[src/rtl/regfile_wb_scheduler_if.sv]
// Bundle for the writeback scheduler: issue-side hazard query, the two writeback
// requesters (ALU "a", load "m"), the register-file write port and the scoreboard view.
interface regfile_wb_scheduler_if #(
  parameter int ADDR_WIDTH = 5,
  parameter int DATA_WIDTH = 64
);
  logic                        issue_valid;
  logic                        issue_wb;
  logic [ADDR_WIDTH-1:0]       issue_rd;
  logic [ADDR_WIDTH-1:0]       issue_rs1;
  logic [ADDR_WIDTH-1:0]       issue_rs2;
  logic                        issue_stall;

  logic                        a_valid;
  logic [ADDR_WIDTH-1:0]       a_rd;
  logic [DATA_WIDTH-1:0]       a_data;
  logic                        a_ready;

  logic                        m_valid;
  logic [ADDR_WIDTH-1:0]       m_rd;
  logic [DATA_WIDTH-1:0]       m_data;
  logic                        m_ready;

  logic                        rf_wen;
  logic [ADDR_WIDTH-1:0]       rf_rd;
  logic [DATA_WIDTH-1:0]       rf_wdata;
  logic [(1<<ADDR_WIDTH)-1:0]  busy;
  logic [ADDR_WIDTH:0]         pending_cnt;
  logic                        wb_unexpected;
  logic                        rr_favour_a;   // arbiter state, debug view

  modport master (
    output issue_valid, issue_wb, issue_rd, issue_rs1, issue_rs2,
    output a_valid, a_rd, a_data, m_valid, m_rd, m_data,
    input  issue_stall, a_ready, m_ready,
    input  rf_wen, rf_rd, rf_wdata, busy, pending_cnt, wb_unexpected, rr_favour_a
  );

  modport slave (
    input  issue_valid, issue_wb, issue_rd, issue_rs1, issue_rs2,
    input  a_valid, a_rd, a_data, m_valid, m_rd, m_data,
    output issue_stall, a_ready, m_ready,
    output rf_wen, rf_rd, rf_wdata, busy, pending_cnt, wb_unexpected, rr_favour_a
  );
endinterface

[src/rtl/regfile_wb_scheduler.sv]
// Shares the register file's single write port between the ALU and load writeback
// paths, and tracks pending destination writes in a per-register scoreboard.
module regfile_wb_scheduler #(
  parameter int ADDR_WIDTH = 5,
  parameter int DATA_WIDTH = 64
) (
  input logic                  clk,
  input logic                  rst,
  regfile_wb_scheduler_if.slave bus
);
  localparam int NREG = 1 << ADDR_WIDTH;

  typedef enum logic {FAV_M = 1'b0, FAV_A = 1'b1} rr_t;

  rr_t                   rr_q, rr_d;
  logic                  grant_a, grant_m;
  logic                  xfer;
  logic [ADDR_WIDTH-1:0] sel_rd;
  logic [DATA_WIDTH-1:0] sel_data;
  logic                  issue_accept;
  logic [NREG-1:0]       busy_q, busy_d;
  logic [ADDR_WIDTH:0]   cnt_q, cnt_d;
  logic                  rf_wen_q;
  logic [ADDR_WIDTH-1:0] rf_rd_q;
  logic [DATA_WIDTH-1:0] rf_wdata_q;
  logic                  unexp_q;

  // Handshake: a requester holds valid/rd/data stable until ready; a transfer
  // happens in any cycle where valid & ready, and ready is only ever high for
  // the single granted side.
  always_ff @(posedge clk) begin
    if (rst) rr_q <= FAV_M;
    else     rr_q <= rr_d;
  end

  always_comb begin
    rr_d    = rr_q;
    grant_a = 1'b0;
    grant_m = 1'b0;
    case ({bus.a_valid, bus.m_valid})
      2'b10: grant_a = 1'b1;
      2'b01: grant_m = 1'b1;
      2'b11: begin
        if (rr_q == FAV_A) begin
          grant_a = 1'b1;
          rr_d    = FAV_M;
        end else begin
          grant_m = 1'b1;
          rr_d    = FAV_A;
        end
      end
      default: ;
    endcase
  end

  // Stall looks only at registered busy; a write clearing this cycle does not bypass.
  always_comb begin
    bus.issue_stall = bus.issue_valid & (busy_q[bus.issue_rs1] | busy_q[bus.issue_rs2] |
                                         (bus.issue_wb & busy_q[bus.issue_rd]));
    issue_accept    = bus.issue_valid & ~bus.issue_stall;
  end

  always_comb begin
    xfer     = (bus.a_valid & grant_a) | (bus.m_valid & grant_m);
    sel_rd   = grant_a ? bus.a_rd   : bus.m_rd;
    sel_data = grant_a ? bus.a_data : bus.m_data;

    // Clear first so that a same-index set from issue wins.
    busy_d = busy_q;
    if (rf_wen_q) busy_d[rf_rd_q] = 1'b0;
    if (issue_accept && bus.issue_wb && (bus.issue_rd != '0)) busy_d[bus.issue_rd] = 1'b1;
    busy_d[0] = 1'b0;

    cnt_d = '0;
    for (int i = 0; i < NREG; i++) cnt_d = cnt_d + {{ADDR_WIDTH{1'b0}}, busy_d[i]};
  end

  always_ff @(posedge clk) begin
    if (rst) begin
      busy_q     <= '0;
      cnt_q      <= '0;
      rf_wen_q   <= 1'b0;
      rf_rd_q    <= '0;
      rf_wdata_q <= '0;
      unexp_q    <= 1'b0;
    end else begin
      busy_q   <= busy_d;
      cnt_q    <= cnt_d;
      rf_wen_q <= xfer && (sel_rd != '0);
      unexp_q  <= xfer && (sel_rd != '0) && !busy_q[sel_rd];
      if (xfer) begin
        rf_rd_q    <= sel_rd;
        rf_wdata_q <= sel_data;
      end
    end
  end

  assign bus.a_ready       = grant_a;
  assign bus.m_ready       = grant_m;
  assign bus.rf_wen        = rf_wen_q;
  assign bus.rf_rd         = rf_rd_q;
  assign bus.rf_wdata      = rf_wdata_q;
  assign bus.busy          = busy_q;
  assign bus.pending_cnt   = cnt_q;
  assign bus.wb_unexpected = unexp_q;
  assign bus.rr_favour_a   = (rr_q == FAV_A);
endmodule

[src/flat_wrapper.sv]
// flat-port wrapper written by rule: the top's interface ports become plain ports
module regfile_wb_scheduler_flat 
#(
  parameter int ADDR_WIDTH = 5,
  parameter int DATA_WIDTH = 64
)
  (clk, rst, bus_issue_valid, bus_issue_wb, bus_issue_rd, bus_issue_rs1, bus_issue_rs2, bus_a_valid, bus_a_rd, bus_a_data, bus_m_valid, bus_m_rd, bus_m_data, bus_issue_stall, bus_a_ready, bus_m_ready, bus_rf_wen, bus_rf_rd, bus_rf_wdata, bus_busy, bus_pending_cnt, bus_wb_unexpected, bus_rr_favour_a);
  regfile_wb_scheduler_if #(.ADDR_WIDTH(ADDR_WIDTH), .DATA_WIDTH(DATA_WIDTH)) bus_i ();
  input logic clk;
  input logic rst;
  input wire logic [$bits(bus_i.issue_valid)-1:0] bus_issue_valid;
  input wire logic [$bits(bus_i.issue_wb)-1:0] bus_issue_wb;
  input wire logic [$bits(bus_i.issue_rd)-1:0] bus_issue_rd;
  input wire logic [$bits(bus_i.issue_rs1)-1:0] bus_issue_rs1;
  input wire logic [$bits(bus_i.issue_rs2)-1:0] bus_issue_rs2;
  input wire logic [$bits(bus_i.a_valid)-1:0] bus_a_valid;
  input wire logic [$bits(bus_i.a_rd)-1:0] bus_a_rd;
  input wire logic [$bits(bus_i.a_data)-1:0] bus_a_data;
  input wire logic [$bits(bus_i.m_valid)-1:0] bus_m_valid;
  input wire logic [$bits(bus_i.m_rd)-1:0] bus_m_rd;
  input wire logic [$bits(bus_i.m_data)-1:0] bus_m_data;
  output wire logic [$bits(bus_i.issue_stall)-1:0] bus_issue_stall;
  output wire logic [$bits(bus_i.a_ready)-1:0] bus_a_ready;
  output wire logic [$bits(bus_i.m_ready)-1:0] bus_m_ready;
  output wire logic [$bits(bus_i.rf_wen)-1:0] bus_rf_wen;
  output wire logic [$bits(bus_i.rf_rd)-1:0] bus_rf_rd;
  output wire logic [$bits(bus_i.rf_wdata)-1:0] bus_rf_wdata;
  output wire logic [$bits(bus_i.busy)-1:0] bus_busy;
  output wire logic [$bits(bus_i.pending_cnt)-1:0] bus_pending_cnt;
  output wire logic [$bits(bus_i.wb_unexpected)-1:0] bus_wb_unexpected;
  output wire logic [$bits(bus_i.rr_favour_a)-1:0] bus_rr_favour_a;
  assign bus_i.issue_valid = bus_issue_valid;
  assign bus_i.issue_wb = bus_issue_wb;
  assign bus_i.issue_rd = bus_issue_rd;
  assign bus_i.issue_rs1 = bus_issue_rs1;
  assign bus_i.issue_rs2 = bus_issue_rs2;
  assign bus_i.a_valid = bus_a_valid;
  assign bus_i.a_rd = bus_a_rd;
  assign bus_i.a_data = bus_a_data;
  assign bus_i.m_valid = bus_m_valid;
  assign bus_i.m_rd = bus_m_rd;
  assign bus_i.m_data = bus_m_data;
  assign bus_issue_stall = bus_i.issue_stall;
  assign bus_a_ready = bus_i.a_ready;
  assign bus_m_ready = bus_i.m_ready;
  assign bus_rf_wen = bus_i.rf_wen;
  assign bus_rf_rd = bus_i.rf_rd;
  assign bus_rf_wdata = bus_i.rf_wdata;
  assign bus_busy = bus_i.busy;
  assign bus_pending_cnt = bus_i.pending_cnt;
  assign bus_wb_unexpected = bus_i.wb_unexpected;
  assign bus_rr_favour_a = bus_i.rr_favour_a;
  regfile_wb_scheduler #(.ADDR_WIDTH(ADDR_WIDTH), .DATA_WIDTH(DATA_WIDTH)) u_core (.clk(clk), .rst(rst), .bus(bus_i));
endmodule
[config.mk]
export PLATFORM = sky130hd
export DESIGN_NAME = regfile_wb_scheduler_flat
export DESIGN_NICKNAME = d
export VERILOG_FILES = /design/src/rtl/regfile_wb_scheduler_if.sv /design/src/rtl/regfile_wb_scheduler.sv /design/src/flat_wrapper.sv
export SDC_FILE = /design/constraint.sdc
export NUM_CORES = 1
export LEC_CHECK = 0
export ABC_AREA = 1
export BUFFER_PORTS_ARGS = -buffer_cell sky130_fd_sc_hd__buf_2
export CORE_MARGIN = 5
export CORE_UTILIZATION = 45
export DETAILED_ROUTE_END_ITERATION = 12
export HOLD_SLACK_MARGIN = 0.08
export PLACE_DENSITY = 0.74
export SLEW_MARGIN = 20
export SYNTH_ARGS = -nofsm -noshare
export SYNTH_HDL_FRONTEND = slang
export SYNTH_SLANG_ARGS = --single-unit
export TNS_END_PERCENT = 20
[constraint.sdc]
create_clock -name clk -period 13.1 [get_ports clk]
set_clock_uncertainty 0.15 [all_clocks]
set_input_delay 0.655 -clock clk [delete_from_list [all_inputs] [get_ports clk]]
set_output_delay 0.655 -clock clk [all_outputs]
set_load 0.03 [all_outputs]
; ---- Word-level counts from Yosys, hierarchy flattened
; Index checks and enable logic that the tools add are counted.
[word_totals]
regBits = 110
in_bits = 159
output_inout_bits = 113
[op_classes]
add_sub_neg = 30
order_cmp = 7
n_eq_ne = 3
n_mux = 20
n_bitwise = 12
reduce_logical = 9
[op_table]
columns = cell, count
row1 = $add 6x1->6, 29
row2 = $mux 32, 2
row3 = $mux 64, 1
row4 = $and 32x32->32, 1
row5 = $not 32->32, 1
row6 = $or 32x32->32, 1
row7 = $lt 5x6->1 const B, 5
row8 = $bmux 1 s5, 4
row9 = $demux 1 s5, 2
row10 = $ge 5x1->1 const B, 2
row11 = $reduce_bool 5->1, 2
row12 = $mux 1, 8
row13 = $logic_and 1x1->1, 6
row14 = $and 1x1->1, 5
row15 = $mux 5, 1
row16 = $eq 2x2->1 const B, 2
row17 = $pmux 1 s2, 2
row18 = $or 1x1->1, 3
row19 = $add 1x1->2, 1
row20 = $eq 2x1->1 const B, 1
row21 = $logic_not 1->1, 1
row22 = $not 1->1, 1

; ---- Longest topological paths before layout
; Gate-level depths: netlist of run 1.
[depth]
ltp_word = 40
ltp_mapped = 34
depth_no_buf = 32

; ---- Least setup slack after synthesis of run 1
; Ideal clock, no wire load.
[synth_path]
kind = input to register
startpoint = input bus_issue_rs2[0]
endpoint = register u_core.cnt_q[4] (netlist: u_core.bus.pending_cnt[4])
t_arrival_ns = 6.328
required_ns = 12.830
setup_slack_ns = 6.502
cell_stages = 33
n_path_buf = 3
cell_sequence = buf_6 > buf_4 > nand2_1 > nand3_1 > nand3_1 > nand2_1 > nand2_1 > nand3_1 > nand2_2 > nand2_2 > nor2_4 > buf_6 > nand3_1 > nand2_1 > inv_1 > ha_1 > fa_1 > fa_1 > inv_1 > fa_1 > inv_1 > fa_1 > fa_1 > inv_1 > fa_1 > inv_1 > ha_1 > inv_1 > fa_1 > o21bai_1 > a21oi_1 > o21ai_0 > a21oi_1
[synth_between]
elab_chain_cells = 40
[synth_rtl]
columns = element, line_no
row1 = start: declaration, flat_wrapper.sv:15  ; input wire logic [$bits(bus_i.issue_rs2)-1:0] bus_issue_rs2;
row2 = $bmux 1 s5, regfile_wb_scheduler.sv:58  ; bus.issue_stall = bus.issue_valid & (busy_q[bus.issue_rs1] | busy_q[bus.issue_rs2] |
row3 = $mux 1 (implied by the code), regfile_wb_scheduler.sv:58
row4 = $or 1x1->1 (2 in series), regfile_wb_scheduler.sv:58
row5 = $and 1x1->1, regfile_wb_scheduler.sv:58
row6 = $not 1->1, regfile_wb_scheduler.sv:60  ; issue_accept = bus.issue_valid & ~bus.issue_stall;
row7 = $and 1x1->1, regfile_wb_scheduler.sv:60
row8 = $logic_and 1x1->1 (2 in series), regfile_wb_scheduler.sv:71  ; if (issue_accept && bus.issue_wb && (bus.issue_rd != '0)) busy_d[bus.issue_rd] = 1'b1;
row9 = $mux 32, regfile_wb_scheduler.sv:71
row10 = net u_core.busy_d[2], regfile_wb_scheduler.sv:21  ; logic [NREG-1:0] busy_q, busy_d;
row11 = $add 1x1->2, regfile_wb_scheduler.sv:75  ; for (int i = 0; i < NREG; i++) cnt_d = cnt_d + {{ADDR_WIDTH{1'b0}}, busy_d[i]};
row12 = $add 6x1->6 (29 in series), regfile_wb_scheduler.sv:75
row13 = end signal: assignment, regfile_wb_scheduler.sv:88  ; cnt_q <= cnt_d;
row14 = end: declaration, regfile_wb_scheduler.sv:22  ; logic [ADDR_WIDTH:0] cnt_q, cnt_d;
; The timed path passes the listed nets, and every way through them passes these cells. The select of a mux whose other input is x is not followed.
; A chain may end at the register's enable or synchronous reset.

; ---- Final worst setup path of run 1
[layout_path]
startpoint = input bus_issue_rd[0]
endpoint = register u_core.cnt_q[4] (netlist: u_core.bus.pending_cnt[4])
[layout_between]
elab_chain_cells = 40
word_cells_on_any_way = 47
cone_classes = 30 x add/sub / 2 x order compare / 5 x mux / 6 x bitwise / 4 x reduce/logical
[layout_rtl]
columns = element, line_no
row1 = start: declaration, flat_wrapper.sv:13  ; input wire logic [$bits(bus_i.issue_rd)-1:0] bus_issue_rd;
row2 = $bmux 1 s5, regfile_wb_scheduler.sv:59  ; (bus.issue_wb & busy_q[bus.issue_rd]));
row3 = $mux 1 (implied by the code), regfile_wb_scheduler.sv:59
row4 = $and 1x1->1, regfile_wb_scheduler.sv:59
row5 = $or 1x1->1, regfile_wb_scheduler.sv:58
row6 = $and 1x1->1, regfile_wb_scheduler.sv:58
row7 = $not 1->1, regfile_wb_scheduler.sv:60
row8 = $and 1x1->1, regfile_wb_scheduler.sv:60
row9 = $logic_and 1x1->1 (2 in series), regfile_wb_scheduler.sv:71
row10 = $mux 32 *, regfile_wb_scheduler.sv:71
row11 = net u_core.busy_d[2], regfile_wb_scheduler.sv:21
row12 = $add 1x1->2 *, regfile_wb_scheduler.sv:75
row13 = $add 6x1->6 * (29 in series), regfile_wb_scheduler.sv:75
; The timed path passes the listed nets; every way through them passes the cells marked *. The select of a mux whose other input is x is not followed.

==> flow_results.org, run 1 <==
** Outcome
- The flow ran to the end, and the final reports show no timing, DRC or antenna violations.

** Critical path
- Critical register-to-register path endpoint :: u_core.bus.pending_cnt[4]$_SDFF_PP0_
- Number of cells traversed by the worst register-to-register path :: 31
- The critical path starts at bus_issue_rd[0].
- The worst register-to-register path begins at u_core.bus.busy[2]$_SDFF_PP0_.
- The worst setup path is of the primary input to flip-flop kind.
- The worst register-to-register path has a setup slack of 6.31 ns.
- For the worst setup path, the data arrival time is 7.18 ns.
- Along the worst path, the maximum fanout reaches 32.
- Nature of the critical path endpoint :: flip-flop
- STA classifies the critical path startpoint as a primary input.
- The most critical setup path has its endpoint at u_core.bus.pending_cnt[4]$_SDFF_PP0_.
- Endpoint required time on the critical path :: 13.20 ns

** Min path
- Hold Path Class :: flip-flop to flip-flop
- The worst hold path was traced through 2 stages.

** Pwr
- Power, Total :: 997 µW
- The worst-case IR drop observed on VDD is 0.0644 mV.
- Power spread over the standard cell area amounts to 111 nW/µm².
- P_leak :: 0.00457 µW

** STA
- The routed design could run at a clock period as short as 7.08 ns.
- Final Max Slew Viols :: 0
- Final setup violation count :: 0
- Fmax :: 0.141 GHz
- Number of failing hold endpoints at the final stage :: 0
- Of the available clock period, the critical path in the final layout requires 54.1%.
- Measured against its own limit, the worst slew margin works out to 38.3%.
- Adding up every negative setup slack in the final design gives 0 ns.
- Setup repair after global routing left no endpoint under its margin.
- For the pin with the worst max-slew slack, the measured transition is 0.918 ns.

** Clocking
- No sink is reached through more buffers than the 2 on the longest clock path.
- Total number of H-tree levels :: 3
- TritonCTS built the clock tree.
- After clock tree synthesis, the clock-pin slew on the worst setup and hold paths is 0.08 ns.
- At the later pin of the worst-skew pair, clock insertion delay measures 0.35 ns.
- Buffers inserted during post-CTS setup optimization :: 0
- In this run, post-CTS repair resized a total of 0 instances.
- Clock tree root buffer cell :: sky130_fd_sc_hd__clkbuf_16
- Clock sinks :: 109
- Post-CTS Hold Buffers :: 0
- Counting the buffers created by CTS gives 9.

** Die
- Die Y :: 138 µm
- Number of I/O pins :: 272
- The initial utilization of the core area, before any placement, comes to 45.9%.
- Core region area :: 15,900 µm²
- The die is 138 µm wide.
- Total Die Area :: 18,900 µm²
- The floorplan has 46 rows.

** Global route
- Overall track demand over capacity in global routing :: 28.5%
- Total global routing overflow :: 0
- Entering global routing, the biggest net connects 72 pins.
- The initial antenna violation count is 1.
- The first global-routing pass estimated 42.1 mm of wire.
- The via count of the first global-routing pass was 7,999.

** Cells and area
- The post-route netlist has 24.4% of its cells at a drive strength greater than 1.
- Filler Cell Count :: 1,604
- The final layout contains 1,536 nets.
- Relative to the synthesized area, the layout overhead comes to 22.8%.
- Post-Layout Cell Count :: 1,566
- Antenna cell count :: 0

** Routing
- After detailed routing, the wire length on met1 is 10.8 mm.
- The detailed router finished its first iteration with 751 violations.
- After detailed routing, the number of remaining DRC violations is 0.
- Met3 Wirelength :: 2.80 mm
- Total number of vias :: 8,547
- Dividing the detail-routed via count by the number of cells gives 5.46.
- Dividing the detail-routed wire length by the instance count gives 17.9 µm.
- Top routing layer used :: met5
- Final ANT Viol Nets :: 0
- Number of detailed-routing iterations run before antenna repair :: 6
- Met2 wirelength from detailed routing :: 13.1 mm
- For this block, the routed nets add up to 28.0 mm of wire.

** Synth
- Average cell area after synthesis :: 6.54 µm²
- Portion of the post-synthesis area used by sequential elements :: 29.8%
- Counting distinct cell types in the post-synthesis netlist gives 36.
- Mapped Nets :: 1,310
- During synthesis, Yosys emitted a total of 0 warnings.
- Summing every instance area after synthesis gives 7320 µm².
- Synthesis produced 1,119 cells.
- In this run, synthesis produced a sequential element count of 109.

** Placement
- Global placement routability congestion :: 1.04
- Detailed placer's ending HPWL :: 21.3 mm
- In this run the tool buffered the top-level ports with 270 buffer cells.
- In this run, placement finished with an instance count of 1,550.

** Job
- The tool flagged a number of max-cap violations equal to 0.
[routing by layer]
layer	vias up	track usage [%]
met5	-	0
met4	2	13.1
met3	99	5.73
met2	515	46.0
met1	3859	36.6
li1	4072	-
[through the flow]
| step | setup slack, ns | cell area [µm²] | hold WS [ns] | util [%] |
|---|---|---|---|---|
| finish | 6.02 | 8990 | 0.331 | 56.4 |
| detailed placement | 5.73 | 8680 | 0.315 | 54.4 |
| global placement | 5.89 | 8680 | 0.310 | 54.4 |
| CTS | 6.09 | 8990 | 0.332 | 56.4 |
| floorplan | 6.50 | 7320 | 0.463 | - |
| global route | 5.61 | 8990 | 0.351 | 56.4 |
[cells by family (layout without fill, tap and decap cells)]
kind of cell	Yosys count	after routing	synth area share (%)
and+or+nand+nor	607	607	35.8
DFF	109	109	29.8
adders and majority gates	32	32	7.83
other	1	1	0.0513
muxes	1	1	0.137
AOI/OAI and AO/OA	163	163	14.3
buffers and inverters	206	437	12.1
[cell usage in the layout (no fill, tap or decap), drive strengths merged, types with 5 or more instances in the layout]
cell type and count:
a21oi 56, buf 277, clkbuf 9, dfxtp 109, fa 23, ha 9, inv 149, nand2 224
nand3 165, nor2 196, nor3 21, o211ai 12, o21ai 23, o22ai 5, o31ai 64
[worst min-delay path by stage]
stage                                                     from                                    to
after global routing      u_core.bus.rf_wdata[39]$_SDFFE_PP0P_  u_core.bus.rf_wdata[39]$_SDFFE_PP0P_
final                      u_core.bus.rf_wdata[3]$_SDFFE_PP0P_   u_core.bus.rf_wdata[3]$_SDFFE_PP0P_
after floorplan           u_core.bus.rf_wdata[40]$_SDFFE_PP0P_  u_core.bus.rf_wdata[40]$_SDFFE_PP0P_
after global placement     u_core.bus.rf_wdata[5]$_SDFFE_PP0P_   u_core.bus.rf_wdata[5]$_SDFFE_PP0P_
after detailed placement   u_core.bus.rf_wdata[3]$_SDFFE_PP0P_   u_core.bus.rf_wdata[3]$_SDFFE_PP0P_
after CTS                  u_core.bus.rf_wdata[3]$_SDFFE_PP0P_   u_core.bus.rf_wdata[3]$_SDFFE_PP0P_
[cell usage after synthesis]
master | count | share of area [%]
sky130_fd_sc_hd__nand2_4 | 1 | 0.15
sky130_fd_sc_hd__inv_4 | 1 | 0.086
sky130_fd_sc_hd__nand3_1 | 156 | 11
sky130_fd_sc_hd__mux2i_1 | 1 | 0.14
sky130_fd_sc_hd__nor3_1 | 20 | 1.4
sky130_fd_sc_hd__buf_1 | 3 | 0.15
sky130_fd_sc_hd__nor3_2 | 1 | 0.14
sky130_fd_sc_hd__ha_1 | 9 | 1.5
sky130_fd_sc_hd__o31ai_1 | 64 | 6.6
sky130_fd_sc_hd__a21oi_2 | 3 | 0.36
sky130_fd_sc_hd__buf_2 | 12 | 0.82
sky130_fd_sc_hd__nor2_1 | 193 | 9.9
sky130_fd_sc_hd__o21ai_2 | 2 | 0.24
sky130_fd_sc_hd__o22ai_1 | 5 | 0.43
sky130_fd_sc_hd__a21oi_1 | 53 | 3.6
sky130_fd_sc_hd__o211ai_1 | 12 | 1.2
sky130_fd_sc_hd__o21ai_0 | 14 | 0.96
sky130_fd_sc_hd__nand3_2 | 9 | 1.2
sky130_fd_sc_hd__o21ai_1 | 7 | 0.48
sky130_fd_sc_hd__nor2_2 | 2 | 0.17
sky130_fd_sc_hd__nor2_4 | 1 | 0.15
sky130_fd_sc_hd__clkbuf_1 | 33 | 1.7
sky130_fd_sc_hd__clkinv_1 | 1 | 0.051
sky130_fd_sc_hd__a41oi_1 | 1 | 0.12
sky130_fd_sc_hd__nand2_1 | 216 | 11
sky130_fd_sc_hd__buf_6 | 12 | 1.8
sky130_fd_sc_hd__a21boi_2 | 1 | 0.15
sky130_fd_sc_hd__nand2_2 | 7 | 0.60
sky130_fd_sc_hd__o21bai_1 | 1 | 0.10
sky130_fd_sc_hd__nand4_4 | 1 | 0.29
sky130_fd_sc_hd__inv_2 | 4 | 0.21
sky130_fd_sc_hd__buf_4 | 2 | 0.21
sky130_fd_sc_hd__fa_1 | 23 | 6.3
sky130_fd_sc_hd__inv_1 | 138 | 7.1
sky130_fd_sc_hd__dfxtp_1 | 109 | 30
sky130_fd_sc_hd__conb_1 | 1 | 0.051
[flip-flops by register name, indices dropped and copies added, names as in the netlist]
| register | count |
|---|---|
| u_core.bus.busy | 31 |
| u_core.bus.pending_cnt | 6 |
| u_core.bus.rf_rd | 5 |
| u_core.bus.rf_wdata | 64 |
| u_core.bus.rf_wen | 1 |
| u_core.bus.rr_favour_a | 1 |
| u_core.bus.wb_unexpected | 1 |
[where the power goes]
| part | switching [µW] | total, µW | internal, µW |
|---|---|---|---|
| Combinational | 220 | 328 | 108 |
| Sequential | 18.0 | 375 | 357 |
| Clock | 140 | 294 | 154 |
[critical path, stage by stage]
cell and delay, ns:
sky130_fd_sc_hd__buf_2 0.37, sky130_fd_sc_hd__nor2_1 0.18, sky130_fd_sc_hd__inv_2 0.15, sky130_fd_sc_hd__o211ai_1 0.13, sky130_fd_sc_hd__inv_2 0.49, sky130_fd_sc_hd__nand4_4 0.36
sky130_fd_sc_hd__nand2_1 0.14, sky130_fd_sc_hd__nand2_1 0.08, sky130_fd_sc_hd__inv_1 0.06, sky130_fd_sc_hd__ha_1 0.23, sky130_fd_sc_hd__fa_1 0.49, sky130_fd_sc_hd__fa_1 0.54
sky130_fd_sc_hd__inv_1 0.05, sky130_fd_sc_hd__fa_1 0.53, sky130_fd_sc_hd__inv_1 0.06, sky130_fd_sc_hd__fa_1 0.47, sky130_fd_sc_hd__fa_1 0.52, sky130_fd_sc_hd__inv_1 0.06
sky130_fd_sc_hd__fa_1 0.44, sky130_fd_sc_hd__inv_1 0.06, sky130_fd_sc_hd__ha_1 0.17, sky130_fd_sc_hd__inv_1 0.06, sky130_fd_sc_hd__fa_1 0.39, sky130_fd_sc_hd__o21bai_1 0.17
sky130_fd_sc_hd__a21oi_1 0.10, sky130_fd_sc_hd__o21ai_0 0.15, sky130_fd_sc_hd__a21oi_1 0.06
[final cells by class]
| class | count | area, µm² | share of cell area, % |
|---|---|---|---|
| flip-flops and latches | 109 | 2180 | 24.3 |
| clock inverters | 7 | 87.6 | 0.974 |
| repair buffers | 277 | 1400 | 15.6 |
| multi-input cells | 804 | 4280 | 47.6 |
| well taps | 216 | 270 | 3.01 |
| inverters | 144 | 543 | 6.04 |
| clock buffers | 9 | 225 | 2.51 |
(Power assumes the default switching activity.)
==> run 2, diff against run 1 <==
- ABC_AREA: 1 -> 0
- CORE_UTILIZATION: 45 -> 44
- PLACE_DENSITY: 0.74 -> 0.77
- clock period: 13.1 -> 5.7 ns (I/O delays scaled with it)
==> run 2 against run 1 <==
Compared with the run above: the flow now finishes with violations (setup timing); largest power group unchanged; critical path type is now flip-flop to flip-flop; cell count down 13%; highest routed layer unchanged; combinational power up 62%; design area up 13%; sequential power up 120%; setup slack worse by 6.9 ns; first-iteration DRC count down 23%; routed wire length down 1.7%.
==> flow_results.org, run 2 <==
** Synth
- Average cell area after synthesis :: 9.19 µm²
- Mapped Nets :: 914
- The top cell type by area accounts for 32.8% of the synthesized area.
- Synthesis-stage register bit count :: 109
- Synth warn :: 0
- Cell type with the largest total area after synthesis :: sky130_fd_sc_hd__dfxtp_1
- The most used flip-flop cell after synthesis is sky130_fd_sc_hd__dfxtp_1.
- Top cells by count, synth :: sky130_fd_sc_hd__o21ai_0, sky130_fd_sc_hd__dfxtp_1, sky130_fd_sc_hd__nand2_1
- Leading post-synthesis cells by cell area :: sky130_fd_sc_hd__dfxtp_1, sky130_fd_sc_hd__mux2i_1, sky130_fd_sc_hd__o21ai_0
- EDFF count, synth :: 0
- Leading cell type by number of instances after synthesis :: sky130_fd_sc_hd__o21ai_0
- The synthesized netlist contains 67 unique library cells.
- Async set-or-reset flop fraction in the synthesized netlist :: 0%
- Portion of the post-synthesis area used by sequential elements :: 32.8%
- In this run the cell area of the synthesized design comes to 6650 µm².
- After technology mapping, the gate count stands at 723.

** STA
- Final setup violation count :: 6
- The max-slew violation total from the final report was 0.
- Worst-Margin Slew :: 1.12 ns
- Number of failing hold endpoints at the final stage :: 0
- RSZ-0062 raised after global routing :: true
- Total negative slack :: -4.13 ns
- Of the available clock period, the critical path in the final layout requires 115%.
- Fmax :: 0.153 GHz
- Worst-case headroom to the max-slew limit :: 25.2%
- Setup WS post-layout :: -0.850 ns
- For the finished layout, the period the worst path requires is 6.55 ns.

** Placement
- Global placement routability congestion :: 0.915
- The wire-length estimate of the detail-placed layout is 19.3 mm.
- During placement, the flow inserted port buffers numbering 270.
- Instance area at placement :: 8980 µm²

** Critical path
- Data on the critical path is required at its endpoint by 5.77 ns.
- Largest stage delay on the critical path :: 0.51 ns
- Of all nets on the critical path, the largest fanout is 5.
- The worst setup path is launched from a flip-flop.
- Most repeated library cell on the critical path :: sky130_fd_sc_hd__fa_1
- Arrival time at the worst endpoint :: 6.62 ns
- Among all stages on the critical path, the largest delay is contributed by sky130_fd_sc_hd__fa_1.
- Among cell families on the critical path, the largest total delay comes from adder cells.
- Buffers & Inverters on Critical Path :: 6
- Nature of the critical path endpoint :: flip-flop
- Crit Path Class :: flip-flop to flip-flop

** Cells and area
- Synthesis-to-finish area growth :: 53.0%
- Area of all placed cells without fillers :: 10,200 µm²
- Final layout net count :: 1,357
- Cells with a size suffix above 1 make up 40.4% of the layout.
- Leaving out fill and tap cells, the most frequent cell in the layout is sky130_fd_sc_hd__buf_2.
- The register with the most flip-flops in the layout has 64 of them.
- The repair_antennas step left the layout with diodes totalling 0.
- In the layout the commonest cells are sky130_fd_sc_hd__buf_2, sky130_fd_sc_hd__buf_4, sky130_fd_sc_hd__o21ai_0.

** Global route
- The first global-routing pass estimated 41.7 mm of wire.
- Overall track demand over capacity in global routing :: 29.9%
- Entering global routing, the biggest net connects 68 pins.
- Initial antenna violation count :: 1
- In the global route stage, met1 resource usage came out at 35.5%.
- Busiest metal layer after global routing :: met2
- Total global routing overflow :: 0
- Global routing usage on met3 :: 8.14%
- Met2 global-route usage :: 49.7%
- The via count of the first global-routing pass was 7,624.

** Clocking
- Clock tree root buffer cell :: sky130_fd_sc_hd__clkbuf_16
- Deepest clock path buffer count :: 2
- Clock tree from TritonCTS :: built
- Clock slew at reported path FFs :: 0.09 ns
- The tree built by TritonCTS fans out to 109 sinks.
- Counting the buffers created by CTS gives 9.
- At the later pin of the worst-skew pair, clock insertion delay measures 0.36 ns.
- Total number of H-tree levels :: 3

** Routing
- DR DRC count :: 0
- Vias per Instance :: 5.64
- Total number of vias :: 7,660
- Dividing the detail-routed wire length by the instance count gives 20.2 µm.
- The routed design has 27.5 mm of wire.
- The pre-antenna-repair detailed-routing pass consisted of 5 iterations.
- Initial DRC Count :: 580
- Final ANT Viol Nets :: 0

** Outcome
- The checks that failed: setup timing.
- The flow ran to the end, but the final reports show violations.

** Die
- Die Y :: 133 µm
- The die is 133 µm wide.
- During I/O placement, the number of pins put on the boundary was 272.
- The die covers 17,700 µm².
- Core region area :: 15,000 µm²
- Standard-cell rows :: 45
- Initial Utilization :: 44.2%

** Pwr
- Power spread over the standard cell area amounts to 198 nW/µm².
- The worst-case IR drop observed on VDD is 0.147 mV.
- P_leak :: 0.00484 µW
- Power, Total :: 2010 µW

** Min path
- Hold Path Class :: primary input to flip-flop

** Job
- Across the run, the number of max-cap violations was 0.
## run 2: changes by cell type after synthesis, sizes merged, moves of 10 or more
cell,change
mux4,+15
nor3,-18
nand3,-155
o22ai,+27
buf,-10
o21ai,+103
mux2i,+85
nor2,-180
inv,-109
nand3b,+11
nand2,-135
a21oi,-49
o31ai,-63
## run 2: worst min-delay path: stages
cell	delay, ns
sky130_fd_sc_hd__buf_2	0.09
sky130_fd_sc_hd__mux2i_1	0.06
sky130_fd_sc_hd__o21ai_0	0.13
## run 2: power by group
part | total [µW] | switching, µW | internal [µW]
clock network | 645 | 329 | 316
logic | 530 | 304 | 226
registers | 834 | 28.6 | 805
## run 2: worst paths after layout
path                                                            from                                    to  slack [ns]  cells past startpoint
worst max-delay path                  u_core.bus.busy[11]$_SDFF_PP0_  u_core.bus.pending_cnt[4]$_SDFF_PP0_       -0.85                     26
worst min-delay path                                  bus_a_data[32]  u_core.bus.rf_wdata[32]$_SDFFE_PP0P_        0.08                      3
worst max register to register        u_core.bus.busy[11]$_SDFF_PP0_  u_core.bus.pending_cnt[4]$_SDFF_PP0_       -0.85                     26
worst min register to register  u_core.bus.rf_wdata[47]$_SDFFE_PP0P_  u_core.bus.rf_wdata[47]$_SDFFE_PP0P_        0.30                      2
## run 2: through the flow
step	setup slack, ns	hold WS, ns	util (%)	instances
6_report	-0.850	0.0766	67.6	1359
5_1_grt	-1.09	0.0849	67.6	1359
4_1_cts	-0.851	0.0801	67.4	1356
3_5_place_dp	-0.991	0.286	59.7	1259
3_3_place_gp	-0.929	0.278	59.7	1259
2_1_floorplan	-0.824	0.320	-	723
## run 2: cells by family (layout without fill, tap and decap cells)
logic type | Yosys count | in the layout | synth area share [%]
adders and majority gates | 32 | 32 | 8.62
and+or+nand+nor | 174 | 174 | 13.6
DFF | 109 | 109 | 32.8
muxes | 107 | 107 | 19.3
buffers and inverters | 84 | 532 | 5.84
AOI/OAI and AO/OA | 212 | 212 | 19.2
other | 1 | 1 | 0.0564
xor gates and xnor gates | 4 | 4 | 0.527
## run 2: cell type report
class | count | area, µm²
timing repair buffer | 482 | 3160
tap | 188 | 235
inverter | 34 | 128
clock buffer | 9 | 225
sequential | 109 | 2190
multi-input combinational | 530 | 4140
fill | 1172 | 4870
clock inverter | 7 | 88.8
## run 2: what timing repair did
item | 4_1_cts | 5_1_grt
hold buffers | 79 | 3
setup buffers | 2 | 0
endpoints found under the hold margin | 46 | 2
endpoints found under the setup margin | 6 | 6
resized for setup | 10 | 2
pin swaps | 8 | 5
## run 2: layer usage
| metal | part of all wire [%] | vias to the layer above | routed length (µm) |
|---|---|---|---|
| met4 | 4.5 | 2 | 1230 |
| li1 | - | 3512 | - |
| met1 | 38 | 3594 | 10300 |
| met2 | 49 | 455 | 13300 |
| met5 | 0.047 | - | 13 |
| met3 | 9.4 | 97 | 2580 |
